### config.mk
export PLATFORM = sky130hd
export DESIGN_NAME = ldst_mem_ctrl
export DESIGN_NICKNAME = d
export VERILOG_FILES = /design/src/rtl/ldst_mem_ctrl.sv
export SDC_FILE = /design/constraint.sdc
export NUM_CORES = 1
export LEC_CHECK = 0
export ABC_AREA = 1
export BUFFER_PORTS_ARGS = -buffer_cell sky130_fd_sc_hd__buf_2
export CAP_MARGIN = 10
export CORE_AREA = 2 2 118 120
export CTS_CLUSTER_DIAMETER = 100
export DETAILED_ROUTE_END_ITERATION = 8
export DIE_AREA = 0 0 120 122
export PLACE_DENSITY = 0.71
export RECOVER_POWER = 25
export SETUP_SLACK_MARGIN = 0.1
export SYNTH_ARGS = -nofsm -noshare
export SYNTH_HDL_FRONTEND = slang
export SYNTH_SLANG_ARGS = --single-unit
### constraint.sdc
create_clock -name clk -period 3.6 [get_ports clk]
set_clock_uncertainty 0.1 [all_clocks]
set_input_delay 0.72 -clock clk [delete_from_list [all_inputs] [get_ports clk]]
set_output_delay 0.72 -clock clk [all_outputs]
set_load 0.03 [all_outputs]
### src/rtl/ldst_mem_ctrl.sv
// ldst_mem_ctrl: commit-side data-memory responder between the ROB head and the d-cache.
// Accepts a level load/store request, issues one word-aligned d-cache access with byte
// enables, and returns a one-cycle data_mem_resp with the extended load result.
// Optional feature macro: LDST_MISALIGN_TRAP_EN. When defined, misaligned or illegal
// accesses are answered immediately with misalign_err and never reach the d-cache.
// When undefined, low address bits are forced to natural alignment.
module ldst_mem_ctrl (
  input  logic        clk,
  input  logic        rst,
  input  logic        data_read,
  input  logic        data_write,
  input  logic [31:0] data_addr,
  input  logic [31:0] data_wdata,
  input  logic [2:0]  data_funct3,
  output logic        data_mem_resp,
  output logic [31:0] data_rdata,
  output logic        misalign_err,
  output logic        dmem_read,
  output logic        dmem_write,
  output logic [31:0] dmem_address,
  output logic [31:0] dmem_wdata,
  output logic [3:0]  dmem_mbe,
  input  logic [31:0] dmem_rdata,
  input  logic        dmem_resp
);

  typedef enum logic [1:0] {S_IDLE, S_BUSY, S_RESP, S_DRAIN} state_t;
  typedef enum logic [1:0] {SZ_B, SZ_H, SZ_W} size_t;

  state_t      r_state;
  size_t       r_size;
  logic        r_is_store;
  logic        r_unsigned;
  logic [1:0]  r_off;

  size_t       w_size;
  logic [1:0]  w_off;
  logic [3:0]  w_mbe;
  logic [31:0] w_wdata;
  logic        w_trap;
  logic [7:0]  w_byte;
  logic [15:0] w_half;
  logic [31:0] w_load_ext;

  // Decode the incoming request: access size, aligned lane offset, byte enables, store lanes.
  always_comb begin
    // NOTE: every signal gets a default before the case so no latch is inferred.
    w_size  = SZ_W;
    w_off   = 2'b00;
    w_mbe   = 4'b1111;
    w_wdata = data_wdata;
    unique case (data_funct3[1:0])
      2'b00:   w_size = SZ_B;
      2'b01:   w_size = SZ_H;
      default: w_size = SZ_W;   // 010 plus the 011/110/111 encodings behave as words
    endcase
    unique case (w_size)
      SZ_B: begin
        w_off   = data_addr[1:0];
        w_wdata = {4{data_wdata[7:0]}};
        if (data_write) w_mbe = 4'b0001 << w_off;
      end
      SZ_H: begin
        w_off   = {data_addr[1], 1'b0};   // bit 0 dropped: halves sit on even bytes
        w_wdata = {2{data_wdata[15:0]}};
        if (data_write) w_mbe = 4'b0011 << w_off;
      end
      default: begin
        w_off   = 2'b00;
        w_wdata = data_wdata;
        w_mbe   = 4'b1111;
      end
    endcase
  end

  // Trap qualifier: misaligned half/word or an encoding outside B/H/W/BU/HU.
`ifdef LDST_MISALIGN_TRAP_EN
  always_comb begin
    w_trap = (data_funct3 == 3'b011) || (data_funct3[2:1] == 2'b11) ||
             ((w_size == SZ_H) && data_addr[0]) ||
             ((w_size == SZ_W) && (data_addr[1:0] != 2'b00));
  end
`else
  always_comb begin
    w_trap = 1'b0;
  end
`endif

  // Select the addressed byte/half of the returned word and sign- or zero-extend it.
  always_comb begin
    w_byte     = 8'h00;
    w_load_ext = dmem_rdata;
    unique case (r_off)
      2'd0: w_byte = dmem_rdata[7:0];
      2'd1: w_byte = dmem_rdata[15:8];
      2'd2: w_byte = dmem_rdata[23:16];
      2'd3: w_byte = dmem_rdata[31:24];
    endcase
    w_half = r_off[1] ? dmem_rdata[31:16] : dmem_rdata[15:0];
    unique case (r_size)
      SZ_B:    w_load_ext = r_unsigned ? {24'b0, w_byte} : {{24{w_byte[7]}}, w_byte};
      SZ_H:    w_load_ext = r_unsigned ? {16'b0, w_half} : {{16{w_half[15]}}, w_half};
      default: w_load_ext = dmem_rdata;
    endcase
  end

  // Request FSM; every output is a register so no ROB input reaches the d-cache port combinationally.
  always_ff @(posedge clk or posedge rst) begin
    if (rst) begin
      r_state       <= S_IDLE;
      r_size        <= SZ_W;
      r_is_store    <= 1'b0;
      r_unsigned    <= 1'b0;
      r_off         <= 2'b00;
      dmem_read     <= 1'b0;
      dmem_write    <= 1'b0;
      dmem_address  <= 32'h0;
      dmem_wdata    <= 32'h0;
      dmem_mbe      <= 4'b0000;
      data_mem_resp <= 1'b0;
      data_rdata    <= 32'h0;
      misalign_err  <= 1'b0;
    end else begin
      // NOTE: non-blocking assignments so every register samples pre-edge values.
      data_mem_resp <= 1'b0;
      misalign_err  <= 1'b0;
      unique case (r_state)
        S_IDLE: begin
          if (data_write || data_read) begin
            r_is_store   <= data_write;   // store wins when both levels are high
            r_size       <= w_size;
            r_unsigned   <= data_funct3[2];
            r_off        <= w_off;
            dmem_address <= {data_addr[31:2], 2'b00};
            dmem_wdata   <= w_wdata;
            dmem_mbe     <= w_mbe;
            if (w_trap) begin
              data_mem_resp <= 1'b1;
              misalign_err  <= 1'b1;
              data_rdata    <= 32'h0;
              r_state       <= S_RESP;
            end else begin
              dmem_read  <= ~data_write;
              dmem_write <= data_write;
              r_state    <= S_BUSY;
            end
          end
        end
        S_BUSY: begin
          if (dmem_resp) begin
            dmem_read     <= 1'b0;
            dmem_write    <= 1'b0;
            data_mem_resp <= 1'b1;
            if (!r_is_store) data_rdata <= w_load_ext;
            r_state       <= S_RESP;
          end
        end
        S_RESP: r_state <= S_DRAIN;
        S_DRAIN: begin
          // The ROB keeps its request up one cycle after the response; wait it out.
          if (!data_read && !data_write) r_state <= S_IDLE;
        end
        default: r_state <= S_IDLE;
      endcase
    end
  end

endmodule

==> results by group, run 1 <==
Status
  • Outcome: completed

Place
  • GP Congestion: 0.900
  • DP Cell Count: 1012
  • Hpwl dp: 10.6 mm
  • Port Buffer Count: 204

Critical path
  • Worst EP required: 3770 ps
  • CP Data Arrival Time: 2340 ps
  • CP Capture Type: register
  • Setup CP Type: reg -> reg
  • Worst Path Max Fanout: 85
  • Startpoint types: register

Final layout
  • Ant diodes: 0
  • Filler cells: 1363
  • Finished Layout Cells: 1028
  • Layout cells sized above 1: 30.1%
  • Nets: 951
  • Reg area: 2730 sq um
  • Layout area overhead: 25.9%
  • Multi-input logic area: 2140 sq um
  • Final Util: 48.9%

Route
  • Vias: 4935
  • Residual DRC: 0
  • Routed WL: 14.9 mm
  • Drt wl/cell: 14.5 um
  • Drt via density: 4.80
  • DR iter-0 viols: 305
  • Drt first pass iters: 5
  • Antenna viol nets, final: 0

Global routing
  • Met1 GRT Util: 27.0%
  • Global route total overflow: 0
  • First-pass GRT wire length: 23.7 mm
  • Met3 usage: 5.57%
  • Grt met2 use: 32.7%
  • Busiest grt layer: met2
  • All-layer global routing usage: 20.6%
  • Pin count of the biggest net entering global routing: 110
  • Antenna violations before repair: 0
  • Number of global-route vias before repair: 4660

Clock tree
  • Clk sinks: 109
  • Root buffer cell: clkbuf_16
  • CTS tree: yes
  • Reg clk slew, reported paths: 80 ps
  • Worst skew pair latency: 350 ps
  • Max Buffers Root-to-Sink: 2
  • Postcts setup bufs: 0
  • Hold buffer count at cts: 0
  • CTS resizes: 0
  • Total CTS buffers: 9
  • Depth of the CTS H-tree: 3

Floorplanning
  • Die ar.: 14600 sq um
  • Core area: 13500 sq um
  • Die X: 120 um
  • I/O pin cnt: 208
  • Num rows: 43
  • Overall die height: 122 um
  • Initial core utilization: 38.8%

Power and ir drop
  • Flop pwr share: 34.9%
  • Lkg Pwr: 3.58 nW
  • Peak supply drop: 0.511 mV
  • Switch share: 49.4%
  • Clock Power Share: 14.7%
  • Sw Pwr: 3.19 mW
  • Pint: 3.27 mW
  • Comb pwr share: 50.4%
  • Pwr Density: 978 nW/um^2

Synth
  • Synth cell types: 31
  • Dominant cell type by area after synthesis: dfrtp_1
  • Post-synthesis sequential area ratio: 52.1%
  • Most area-consuming cells after synthesis: dfrtp_1 (52%), nand2_1 (20%), a21oi_1 (4.6%)
  • Cell Area, Synth: 5240 sq um
  • Yosys synthesis warning count: 0
  • Syn Area/Cell: 7.95 sq um
  • Area share of the leading cell type in the synthesized netlist: 51.6%
  • Cells after Synth: 659
  • Flop and latch count out of synthesis: 109

Timing
  • RSZ-0062 raised after global routing: false
  • Sum Neg Setup Slack: 0 ps
  • Final period utilization: 60.1%
  • Max-slew violations: 0
  • # setup viols final: 0
  • Least-Margin Pin Slew: 951 ps
  • Maximum clock frequency: 462 MHz
  • Hold Vio Cnt, Final: 0
  • Max-slew headroom: 36.6%
  • Final Critical Period: 2160 ps

Min path
  • Worst hold-check path type: reg -> reg

Run
  • Max-cap viol count: 0
[layer usage]
layer / vias to the layer above / part of all wire, %
met5: - / 0
met3: 24 / 9.6
met2: 232 / 46
met1: 2235 / 42
li1: 2444 / -
met4: 0 / 2.2
[through the flow]
stage / setup WS [ps] / hold WS (ps) / cell area, sq um / total power, mW
2_1_floorplan: 1470 / 363 / 5250 / 4.60
3_3_place_gp: 1350 / 350 / 6330 / 5.49
3_5_place_dp: 1300 / 353 / 6330 / 5.54
4_1_cts: 1420 / 372 / 6600 / 6.50
5_1_grt: 1190 / 390 / 6600 / 6.93
6_report: 1440 / 369 / 6600 / 6.45
[state kept, by name (all words and copies together), names as in the netlist]
name           flops
data_mem_resp      1
r_state            2
dmem_wdata        32
dmem_read          1
data_rdata        32
dmem_write         1
dmem_mbe           4
r_is_store         1
dmem_address      30
r_unsigned         1
r_off              2
r_size             2
[cells in the mapped netlist, drive strengths merged]
library cell / number
a21oi: 50
dfstp: 1
o22ai: 1
inv: 45
a41oi: 4
ha: 4
nor3: 1
o21ai: 25
dfrtp: 108
nand4: 1
nand2: 275
clkbuf: 9
nor2: 43
or2: 16
conb: 1
buf: 27
o21a: 1
o31ai: 2
nand3: 22
a31oi: 23
[power groups by stage]
stage	clock network, mW	registers (mW)	logic, mW
global route	1.02	2.34	3.58
CTS	0.970	2.25	3.28
global placement	0	2.26	3.23
floorplan	0	3.24	1.35
finish	0.947	2.25	3.25
detailed placement	0	2.25	3.29
[kinds of logic after synthesis]
| group | synth area share [%] |
|---|---|
| and+or+nand+nor | 28.2 |
| adders and majority gates | 0.955 |
| other | 0.0716 |
| DFF | 52.1 |
| buffers and inverters | 7.26 |
| AOI/OAI and AO/OA | 11.4 |
[cell type report]
| class | instances | area share, % |
|---|---|---|
| clock buffer | 10 | 3.47 |
| clock inverter | 6 | 0.702 |
| inverter | 45 | 2.58 |
| multi-input combinational | 471 | 32.5 |
| sequential | 109 | 41.4 |
| tap | 180 | 3.41 |
| timing repair buffer | 207 | 16.0 |
[cell usage in the layout, fill, tap and decap left out, drive strengths merged]
cell type	netlist	routed
or2	16	16
clkbuf	9	10
nand3	22	22
o31ai	2	2
ha	4	4
nor3	1	1
a21oi	50	50
nor2	43	43
o21ai	25	25
nand4	1	1
o22ai	1	1
clkinv	0	2
o21a	1	1
a41oi	4	4
dfstp	1	1
conb	1	3
nand2	275	275
dfrtp	108	108
a31oi	23	23
clkinvlp	0	3
buf	27	207
inv	45	46
[final timing paths]
path	start	to	slack (ps)	cells past startpoint
setup reg to reg	r_state[0]	dmem_mbe[3]	1440	7
hold / removal	dmem_address[7]	dmem_address[7]	370	2
hold reg to reg	dmem_address[7]	dmem_address[7]	370	2
setup / recovery	r_state[0]	dmem_mbe[3]	1440	7
min in group asynchronous	rst	data_rdata[3]	410	3
max in group asynchronous	rst	data_rdata[27]	2460	3
[critical path: stages, from the launching register on]
cell and delay (ps):
dfrtp_1 420, inv_1 90, ha_1 220, inv_1 90, nor2_4 120, buf_4 640
o31ai_1 210, o21ai_0 180
(Power assumes the default switching activity.)
==> run 2, diff against run 1 <==
PLACE_DENSITY = 0.69   (was 0.71)
clock period = 2.2 ns   (was 3.6 ns; I/O delays follow)
==> results by group, run 2 (same netlist as run 1, synthesis figures left out) <==
Final layout
  • Commonest non-fill, non-tap cell in the layout: nand2_1 (unchanged)
  • Layout area overhead: 27.7% (was 25.9%)
  • Nets: 960 (was 951)
  • Commonest cells after routing, fill and taps aside: nand2_1 (274), buf_2 (204), dfrtp_1 (107) (was nand2_1 (274), buf_2 (204), dfrtp_1 (108))
  • Layout cells sized above 1: 31.0% (was 30.1%)
  • Regs by FF count: data_rdata x32, dmem_wdata x32, dmem_address x30 (unchanged)
  • Design Area, Final: 6690 sq um (was 6600 sq um)
  • Ant diodes: 0 (unchanged)

Timing
  • Final period utilization: 86.1% (was 60.1%)
  • Max-slew violations: 0 (unchanged)
  • Final Critical Period: 1890 ps (was 2160 ps)
  • Sum Neg Setup Slack: 0 ps (unchanged)
  • RSZ-0062 raised after global routing: true (was false)
  • # setup viols final: 0 (unchanged)
  • Least-Margin Pin Slew: 1030 ps (was 951 ps)
  • Maximum clock frequency: 528 MHz (was 462 MHz)
  • Max-slew headroom: 30.8% (was 36.6%)
  • Hold Vio Cnt, Final: 0 (unchanged)

Global routing
  • Global route total overflow: 0 (unchanged)
  • Antenna violations before repair: 0 (unchanged)
  • All-layer global routing usage: 21.1% (was 20.6%)
  • Pin count of the biggest net entering global routing: 86 (was 110)
  • Number of global-route vias before repair: 4838 (was 4660)
  • First-pass GRT wire length: 24.3 mm (was 23.7 mm)

Min path
  • Worst hold-check path type: in -> async (was reg -> reg)

Status
  • Outcome: completed (unchanged)

Critical path
  • Critical path buffers and inverters: 3 (unchanged)
  • CP Capture Type: register (unchanged)
  • Crit path cell chain: inv_1 -> ha_1 -> nand2_1 -> inv_1 -> nand2_1 -> inv_2 -> o21ai_0 -> nor2_1 -> a21oi_1 (was inv_1 -> ha_1 -> inv_1 -> nor2_4 -> buf_4 -> o31ai_1 -> o21ai_0)
  • CP Data Arrival Time: 2030 ps (was 2340 ps)
  • Worst Path Max Fanout: 26 (was 85)
  • CP top delay family: buffers and inverters (unchanged)
  • Critical Path Slowest Stage Cell: dfrtp_1 (was buf_4)
  • Startpoint types: register (unchanged)
  • Setup CP Type: reg -> reg (unchanged)
  • Worst EP required: 2330 ps (was 3770 ps)
  • Critical Path Max Stage Delay: 400 ps (was 640 ps)

Power and ir drop
  • Lkg Pwr: 3.64 nW (was 3.58 nW)
  • Pwr Density: 1600 nW/um^2 (was 978 nW/um^2)
  • Peak supply drop: 0.919 mV (was 0.511 mV)

Floorplanning
  • I/O pin cnt: 208 (unchanged)
  • Core area: 13500 sq um (unchanged)
  • Overall die height: 122 um (unchanged)
  • Initial core utilization: 38.8% (unchanged)
  • Num rows: 43 (unchanged)
  • Die ar.: 14600 sq um (unchanged)
  • Die X: 120 um (unchanged)

Clock tree
  • Hold buffer count at cts: 0 (unchanged)
  • Root buffer cell: clkbuf_16 (unchanged)
  • Reg clk slew, reported paths: 70 ps (was 80 ps)
  • Depth of the CTS H-tree: 3 (unchanged)
  • Postcts setup bufs: 0 (unchanged)
  • Worst skew pair latency: 350 ps (about the same)
  • CTS tree: yes (unchanged)
  • CTS resizes: 0 (unchanged)
  • Total CTS buffers: 9 (unchanged)
  • Clk sinks: 109 (unchanged)
  • Max Buffers Root-to-Sink: 2 (unchanged)

Place
  • GP Congestion: 0.887 (was 0.900)
  • Port Buffer Count: 204 (unchanged)
  • Hpwl dp: 11.1 mm (was 10.6 mm)
  • Placed Area: 6440 sq um (was 6330 sq um)

Route
  • Antenna viol nets, final: 0 (unchanged)
  • Drt wl/cell: 14.4 um (was 14.5 um)
  • DR iter-0 viols: 295 (was 305)
  • Routed WL: 14.9 mm (about the same)
  • Drt first pass iters: 5 (unchanged)
  • Residual DRC: 0 (unchanged)
  • Drt via density: 4.82 (was 4.80)
  • Vias: 4989 (was 4935)

Run
  • Max-cap viol count: 0 (unchanged)
[run 2: final timing paths]
path | start | depth (start not counted) | slack [ps] | to
setup reg to reg | r_state[1] | 9 | 310 | data_rdata[7]
hold / removal | rst | 2 | 170 | data_rdata[2]
setup / recovery | r_state[1] | 9 | 310 | data_rdata[7]
max in group asynchronous | rst | 3 | 510 | dmem_wdata[12]
min in group clk | data_addr[14] | 3 | 180 | dmem_address[14]
hold reg to reg | dmem_address[3] | 2 | 370 | dmem_address[3]
[run 2: layout make-up]
class	instances	area, sq um
fill	1358	6810
sequential	109	2730
multi-input combinational	471	2140
timing repair buffer	216	1130
clock buffer	9	225
tap	180	225
inverter	45	170
clock inverter	6	68.8
[run 2: metrics by stage]
| stage | std cells | util, % | power (mW) | setup WS [ps] | hold slack (ps) |
|---|---|---|---|---|---|
| 6_report | 1036 | 49.6 | 10.7 | 307 | 170 |
| 5_1_grt | 1036 | 49.6 | 11.6 | 40.8 | 174 |
| 4_1_cts | 1036 | 49.9 | 10.8 | 240 | 58.7 |
| 3_5_place_dp | 1021 | 47.7 | 9.16 | 271 | 353 |
| 3_3_place_gp | 1021 | 47.7 | 9.10 | 246 | 350 |
| 2_1_floorplan | 661 | - | 7.52 | 345 | 363 |
[run 2: power breakdown]
group,internal [mW],switching [mW]
registers,3.00,0.632
logic,1.63,3.81
clock network,0.888,0.753
[run 2: layer usage]
metal | vias to the layer above | share of wire (%) | track usage (%)
li1 | 2469 | - | -
met1 | 2295 | 43 | 27.5
met3 | 17 | 8.6 | 6.46
met5 | - | 0 | 0
met4 | 0 | 1.7 | 6.69
met2 | 208 | 47 | 33.7
==> run 3, diff against run 2 <==
PLACE_DENSITY = 0.66   (was 0.69)
==> results by group, run 3 (same netlist as run 1, synthesis figures left out) <==
Clock tree
  • Hold buffer count at cts: 0 (unchanged)
  • Postcts setup bufs: 0 (unchanged)
  • CTS resizes: 0 (unchanged)
  • Root buffer cell: clkbuf_16 (unchanged)
  • Total CTS buffers: 9 (unchanged)
  • Clk sinks: 109 (unchanged)
  • Depth of the CTS H-tree: 3 (unchanged)
  • Worst skew pair latency: 350 ps (about the same)
  • CTS tree: yes (unchanged)
  • Max Buffers Root-to-Sink: 2 (unchanged)
  • Reg clk slew, reported paths: 70 ps (about the same)

Route
  • DR iter-0 viols: 325 (was 295)
  • Residual DRC: 0 (unchanged)
  • Routed WL: 14.8 mm (was 14.9 mm)
  • Highest metal used: met5 (was met4)
  • Vias: 4959 (was 4989)
  • M1 wire length: 6.23 mm (was 6.44 mm)
  • Drt wl/cell: 14.3 um (was 14.4 um)
  • Drt via density: 4.77 (was 4.82)
  • Drt first pass iters: 4 (was 5)
  • Met2 Routed Length: 6.85 mm (was 6.93 mm)
  • Antenna viol nets, final: 0 (unchanged)
  • Met3 routed WL: 1.53 mm (was 1.28 mm)

Critical path
  • CP Data Arrival Time: 1990 ps (was 2030 ps)
  • Worst EP required: 2300 ps (was 2330 ps)
  • Setup CP Type: reg -> reg (unchanged)
  • Startpoint types: register (unchanged)
  • CP Capture Type: register (unchanged)
  • Worst Path Max Fanout: 54 (was 26)

Floorplanning
  • Core area: 13500 sq um (unchanged)
  • Num rows: 43 (unchanged)
  • Initial core utilization: 38.8% (unchanged)
  • Overall die height: 122 um (unchanged)
  • Die ar.: 14600 sq um (unchanged)
  • Die X: 120 um (unchanged)
  • I/O pin cnt: 208 (unchanged)

Min path
  • Worst hold-check path type: in -> reg (was in -> async)

Power and ir drop
  • Peak supply drop: 0.849 mV (was 0.919 mV)
  • Lkg Pwr: 3.64 nW (about the same)
  • Pwr Density: 1590 nW/um^2 (was 1600 nW/um^2)

Timing
  • Max-slew violations: 0 (unchanged)
  • Maximum clock frequency: 529 MHz (was 528 MHz)
  • Sum Neg Setup Slack: 0 ps (unchanged)
  • RSZ-0062 raised after global routing: true (unchanged)
  • Hold Vio Cnt, Final: 0 (unchanged)
  • Max-slew headroom: 10.3% (was 30.8%)
  • Final period utilization: 85.9% (was 86.1%)
  • Least-Margin Pin Slew: 1350 ps (was 1030 ps)
  • # setup viols final: 0 (unchanged)
  • Final Critical Period: 1890 ps (about the same)

Final layout
  • Commonest cells after routing, fill and taps aside: nand2_1 (274), buf_2 (204), dfrtp_1 (108) (was nand2_1 (274), buf_2 (204), dfrtp_1 (107))
  • Final Util: 49.5% (was 49.6%)
  • Layout cells sized above 1: 31.0% (about the same)
  • Nets: 963 (was 960)
  • Filler cells: 1405 (was 1358)
  • Layout area overhead: 27.5% (was 27.7%)
  • Ant diodes: 0 (unchanged)
  • Commonest non-fill, non-tap cell in the layout: nand2_1 (unchanged)
  • Regs by FF count: data_rdata x32, dmem_wdata x32, dmem_address x30 (unchanged)

Global routing
  • Antenna violations before repair: 1 (was 0)
  • Pin count of the biggest net entering global routing: 55 (was 86)
  • All-layer global routing usage: 20.8% (was 21.1%)
  • Number of global-route vias before repair: 4679 (was 4838)
  • Global route total overflow: 0 (unchanged)
  • First-pass GRT wire length: 23.7 mm (was 24.3 mm)

Run
  • Max-cap viol count: 0 (unchanged)

Place
  • Port Buffer Count: 204 (unchanged)
  • GP Congestion: 0.822 (was 0.887)
  • Hpwl dp: 11.1 mm (about the same)

Status
  • Outcome: completed (unchanged)
run 3: changes by cell type in the layout (fill, tap and decap cells not counted), sizes merged:
| cell | before | now |
|---|---|---|
| inv | 47 | 45 |
| buf | 213 | 216 |
| bufinv | 1 | 0 |
| clkinv | 1 | 2 |
| clkbuf | 12 | 13 |
| clkinvlp | 2 | 3 |
run 3: worst paths after layout:
path / startpoint / to / slack [ps] / depth (start not counted)
max in group asynchronous: rst / data_rdata[26] / 670 / 3
worst max register to register: r_state[1] / dmem_wdata[29] / 310 / 6
min in group asynchronous: rst / dmem_write / 330 / 3
worst min-delay path: data_addr[20] / dmem_address[20] / 180 / 3
worst max-delay path: r_state[1] / dmem_wdata[29] / 310 / 6
worst min register to register: dmem_address[2] / dmem_address[2] / 360 / 2
run 3: where the power goes:
group | internal [mW] | switching, mW
Combinational | 1.65 | 3.88
Clock | 0.797 | 0.741
Sequential | 3.00 | 0.550
Total | 5.45 | 5.17
run 3: layer usage:
| layer | global-route usage [%] | vias up |
|---|---|---|
| met5 | 0 | - |
| met4 | 6.03 | 2 |
| met3 | 7.68 | 14 |
| met2 | 33.0 | 202 |
| met1 | 26.9 | 2271 |
| li1 | - | 2470 |
run 3: worst max-delay path, stage by stage (launching register included):
cell and delay [ps]:
dfrtp_1 410, inv_1 110, ha_1 240, inv_1 90, nor2_4 140, buf_4 450, a41oi_1 190
run 3: through the flow:
stage	power [mW]	hold slack [ps]	area, sq um	setup slack (ps)	cells
3_5_place_dp	9.18	354	6440	315	1024
4_1_cts	10.8	77.2	6720	319	1039
3_3_place_gp	9.10	350	6440	389	1024
5_1_grt	11.4	178	6680	65.2	1039
2_1_floorplan	7.52	363	5250	345	661
6_report	10.6	184	6680	309	1039
run 3: final cells by class:
type	count	area, sq um	area share [%]
sequential	109	2730	40.9
multi-input combinational	471	2140	32.1
timing repair buffer	219	1140	17.0
clock buffer	10	239	3.58
tap	180	225	3.37
inverter	45	170	2.55
clock inverter	5	36.3	0.543
